### config.mk
export PLATFORM = sky130hd
export DESIGN_NAME = ct_merge
export DESIGN_NICKNAME = d
export VERILOG_FILES = /design/src/rtl/ct_pkg.sv /design/src/rtl/ct_merge_rr_pick.sv /design/src/rtl/ct_merge.sv
export SDC_FILE = /design/constraint.sdc
export NUM_CORES = 1
export LEC_CHECK = 0
export CAP_MARGIN = 20
export CELL_PAD_IN_SITES_DETAIL_PLACEMENT = 0
export CELL_PAD_IN_SITES_GLOBAL_PLACEMENT = 1
export CORE_AREA = 2 2 39 41
export DETAILED_ROUTE_END_ITERATION = 16
export DIE_AREA = 0 0 41 43
export GPL_ROUTABILITY_DRIVEN = 1
export PLACE_DENSITY = 0.7
export REMOVE_ABC_BUFFERS = 1
export SLEW_MARGIN = 20
export SYNTH_ARGS = -nofsm -noshare
export SYNTH_HDL_FRONTEND = slang
export SYNTH_SLANG_ARGS = --single-unit
### constraint.sdc
create_clock -name clk -period 1.62 [get_ports clk]
set_input_delay 0.162 -clock clk [delete_from_list [all_inputs] [get_ports clk]]
set_output_delay 0.162 -clock clk [all_outputs]
set_load 0.01 [all_outputs]
### src/rtl/ct_pkg.sv
// Shared types and helpers for the circuit-tree (ct_*) interconnect nodes.
package ct_pkg;

    typedef enum logic [0:0] {
        IDLE   = 1'b0,
        LOCKED = 1'b1
    } ct_merge_state_e;

    // Index width that never collapses to zero bits, so a single-input node still has a select.
    function automatic int ct_clog2_min1(input int n);
        int w;
        w = 0;
        for (int k = 0; (1 << k) < n; k++) begin
            w = k + 1;
        end
        return (w < 1) ? 1 : w;
    endfunction

endpackage

### src/rtl/ct_merge_rr_pick.sv
// Combinational priority picker: first set request bit searching upward from start, wrapping at NI.
module ct_rr_pick
    import ct_pkg::*;
#(
    parameter int NI = 2,
    parameter int WS = 1
) (
    input  logic [NI-1:0] req,
    input  logic [WS-1:0] start,
    output logic [WS-1:0] winner,
    output logic          any
);

    // Walk offsets from the far end down so the nearest request after start is written last.
    always_comb begin
        int s;
        int idx;
        winner = '0;
        any    = |req;
        s      = int'(start);
        if (s >= NI) begin
            s = 0;
        end
        for (int off = NI - 1; off >= 0; off--) begin
            idx = s + off;
            if (idx >= NI) begin
                idx = idx - NI;
            end
            if (req[idx]) begin
                winner = WS'(idx);
            end
        end
    end

endmodule

### src/rtl/ct_merge.sv
// Packet-aware N-to-1 merge node; holds the grant from first beat to eop.
// Define CT_MERGE_RR_EN for round-robin arbitration; otherwise fixed priority (lowest index wins).
module ct_merge
    import ct_pkg::*;
#(
    parameter int  NI = 2,
    parameter int  WO = 1,
    parameter int  WF = 1,
    localparam int WS = ct_clog2_min1(NI)
) (
    input  logic           clk,
    input  logic           reset,
    input  logic [NI*WO-1:0] i_data,
    input  logic [NI*WF-1:0] i_flow,
    input  logic [NI-1:0]  i_eop,
    input  logic [NI-1:0]  i_valid,
    output logic [NI-1:0]  o_ready,
    output logic [WO-1:0]  o_data,
    output logic [WF-1:0]  o_flow,
    output logic           o_eop,
    output logic           o_valid,
    input  logic           i_ready,
    output logic [WS-1:0]  o_sel
);

    ct_merge_state_e state;
    logic [WS-1:0]   grant;
    logic [WS-1:0]   start;
    logic [WS-1:0]   pick;
    logic            any_req;
    logic [WS-1:0]   winner;
    logic            sel_valid;
    logic            sel_eop;
    logic            transfer;

`ifdef CT_MERGE_RR_EN
    logic [WS-1:0] rr_ptr;

    function automatic logic [WS-1:0] wrap_inc(input logic [WS-1:0] x);
        return (int'(x) >= NI - 1) ? '0 : x + 1'b1;
    endfunction

    assign start = rr_ptr;
`else
    assign start = '0;
`endif

    ct_rr_pick #(
        .NI(NI),
        .WS(WS)
    ) u_pick (
        .req   (i_valid),
        .start (start),
        .winner(pick),
        .any   (any_req)
    );

    // With no request in IDLE the select rests on the grant register.
    always_comb begin
        winner    = grant;
        sel_valid = 1'b0;
        if (state == LOCKED) begin
            winner    = grant;
            sel_valid = i_valid[grant];
        end else if (any_req) begin
            winner    = pick;
            sel_valid = 1'b1;
        end
    end

    always_comb begin
        int w;
        w       = int'(winner);
        o_data  = i_data[w*WO +: WO];
        o_flow  = i_flow[w*WF +: WF];
        sel_eop = i_eop[w];
        o_ready = '0;
        for (int k = 0; k < NI; k++) begin
            o_ready[k] = !reset && (w == k) && i_ready;
        end
        o_valid = sel_valid && !reset;
        o_sel   = reset ? '0 : winner;
    end

    assign o_eop    = sel_eop;
    assign transfer = sel_valid && i_ready;

    // A stalled first beat also locks, so the presented data cannot be re-arbitrated away.
    always_ff @(posedge clk or posedge reset) begin
        if (reset) begin
            state <= IDLE;
            grant <= '0;
`ifdef CT_MERGE_RR_EN
            rr_ptr <= '0;
`endif
        end else begin
            case (state)
                IDLE: begin
                    if (sel_valid) begin
                        if (transfer && sel_eop) begin
`ifdef CT_MERGE_RR_EN
                            rr_ptr <= wrap_inc(winner);
`endif
                        end else begin
                            state <= LOCKED;
                            grant <= winner;
                        end
                    end
                end
                LOCKED: begin
                    if (transfer && sel_eop) begin
                        state <= IDLE;
`ifdef CT_MERGE_RR_EN
                        rr_ptr <= wrap_inc(grant);
`endif
                    end
                end
                default: state <= IDLE;
            endcase
        end
    end

    assert property (@(posedge clk) disable iff (reset) $onehot0(o_ready));

endmodule

==> results of run 1 <==
worst register-to-register path, stage by stage (launching register included):
cell      delay [ps]
dfrtp_1          370
and2b_2          250
o21bai_4         160
buf_6            120
mux2_4           300
buf_4            140
o21ai_2          120
power breakdown:
group          leakage (nW)  total (mW)  internal (mW)  switching, mW
clock network        0.0138       0.108         0.0816         0.0266
registers            0.0222      0.0960         0.0711         0.0249
logic                 0.220       0.489          0.319          0.169
cells in the final DEF, fill, tap and decap left out:
cell type	n
clkdlybuf4s50_1	10
buf_4	10
buf_6	5
nor2_1	3
mux2_4	3
clkbuf_4	3
a21oi_1	2
nand2_1	2
dfrtp_1	2
and2b_2	1
nor2b_2	1
a22o_1	1
o21bai_4	1
nor3b_2	1
nor2b_1	1
nand2b_1	1
a211oi_1	1
inv_1	1
and3_2	1
o21ai_0	1
o21a_1	1
o21ai_2	1
clkbuf_2	1
buf_2	1
dlygate4sd2_1	1
clkdlybuf4s15_1	1
worst paths after layout:
| kind | cells after the start | slack, ps | start | endpoint |
|---|---|---|---|---|
| setup / recovery | 5 | -80 | state$_DFF_PP0_ | o_data |
| min in group clk | 4 | 670 | i_eop[0] | grant$_DFFE_PP0P_ |
| hold / removal | 3 | 320 | reset | grant$_DFFE_PP0P_ |
| hold reg to reg | 2 | 690 | grant$_DFFE_PP0P_ | grant$_DFFE_PP0P_ |
| max in group asynchronous | 3 | 1210 | reset | state$_DFF_PP0_ |
| setup reg to reg | 6 | 100 | state$_DFF_PP0_ | state$_DFF_PP0_ |
area by class of cell:
type                       instances  share of cell area
clock buffer                       3              0.0420
multi-input combinational         22               0.336
timing repair buffer              29               0.485
sequential                         2              0.0932
tap                               16              0.0373
inverter                           1             0.00699
repair_timing:
item,CTS,global route
setup buffers,3,0
resized for setup,22,9
pin swaps,1,1
endpoints found under the setup margin,7,6
kinds of logic after synthesis:
| kind of cell | count (synthesis) | synth area share |
|---|---|---|
| compound gates | 8 | 0.303 |
| flops | 2 | 0.229 |
| buf+inv | 1 | 0.0171 |
| mux | 3 | 0.171 |
| simple gates | 11 | 0.280 |
registers in the layout (all words and copies together) (netlist names):
name,cells
state,1
grant,1
per-layer routing:
| layer | up-vias | share of wire | track usage |
|---|---|---|---|
| li1 | 157 | - | - |
| met1 | 138 | 0.42 | 0.106 |
| met2 | 8 | 0.53 | 0.153 |
| met3 | 0 | 0.052 | 0 |
| met4 | 0 | 0 | 0.0400 |
| met5 | - | 0 | 0 |
==> results.toml, run 1 <==
[detailed_routing]
wirelength_um = 714
drtPass1Iterations = 3
drcViolationCount = 0
via_count = 303
vias_per_cell = 4.15
drtAntennaViolNets = 0
drt_iter0_drc = 2
drt-wirelength-per-cell_um = 9.78

[cts]
path_clk_slew_ps = 30
worstSkewPairLatency_ps = 220
ctsRootBufferMaster = "clkbuf_4"
cts_hold_buf = 0
cts_inserted_buffers = 3
tritoncts = "built"
htree_levels = 1
clock_path_buffers = 2
cts_num_sinks = 2

[grt]
antenna_found_initial = 0
first_global_vias = 302
overflow = 0
grt_max_degree = 5
grt_usage = 0.0884
grt_pass1_wl_um = 1090

[sta]
worst_hold_slack_ps = 316
worst_pin_slew_ps = 199
grt_setup_unrepaired = "true"
finalCriticalPeriod_ps = 1700
maxSlewViolCount = 0
slew_headroom = 0.866
setup_ws_ps = -84.2
skew_ps = 3.05
finalSetupViolCount = 3
period_share = 1.05
hold_violations = 0
max_freq_ghz = 0.587
setup_tns_ps = -238

[floorplan]
coreArea_um2 = 1380
start_util = 0.158
io_pins = 18
rows = 14
die_x_um = 41
dieArea_um2 = 1760
die_h_um = 43

[placed_design]
io_buffers = 17
post-place-ws_ps = -378
place.gp.congestion = 0.680
placed_area_um2 = 477
dpl.cell_count = 67

[synthesis]
netlist_area_um2 = 219
async_flop_share = 1.00
syn_inst = 25
ys_warn_count = 0
synth.top_cell.area_share = 0.229
synth_edf_count = 0
synth_cell_types = 18
synth_top_area_cell = "dfrtp_1"
ys.flop_type = "dfrtp_1"
syn_area_per_cell_um2 = 8.76
ys_seq_area_frac = 0.229
synth.most_common_cell = "nor2_1"
yosys-top-cells-area = "dfrtp_1 (23%), mux2_2 (10%), o21bai_4 (8.6%)"
yosys_register_bits = 2

[critical_path]
crit_family = "flip-flops"
cp_max_fo = 4
cp_slowest_stage_delay_ps = 370
cp.arrival_ps = 1540
end_kind = "output port"
start_kind = "register"
crit_type = "reg2out"
slowest_stage = "dfrtp_1"
crit_path_frequent_cell = "buf_6"
critical_path_required_ps = 1460
crit_buf_inv = 2
crit_chain = "and2b_2, o21bai_4, buf_6, mux2_4, buf_6"

[finish]
n_antenna_cell = 0
fin_cells = 73
stdcell_area_um2 = 537
nFillCells = 141
multiInputGateArea_um2 = 180
area_delta_synth_final_pct = 145
drive_gt1_frac = 0.509
regArea_um2 = 50.0
fin_util = 0.388
fin_nets = 70

[job]
maxCapViolations = 0

[min_path]
hold_path_class = "in2async"

[status]
violations = "negative setup slack"
status = "finished with violations"

[power_and_ir_drop]
p_per_area_nw_per_um2 = 1290
power_mw = 0.693
p_leak_nw = 0.256
ir_drop_v = 0.000499
(Power assumes the default switching activity.)
==> inputs of run 2 (changes only) <==
Settings changed: GPL_ROUTABILITY_DRIVEN 1 to 0.
==> results of run 2 <==
Final layout, timing and power as in run 1 (identical DEF).
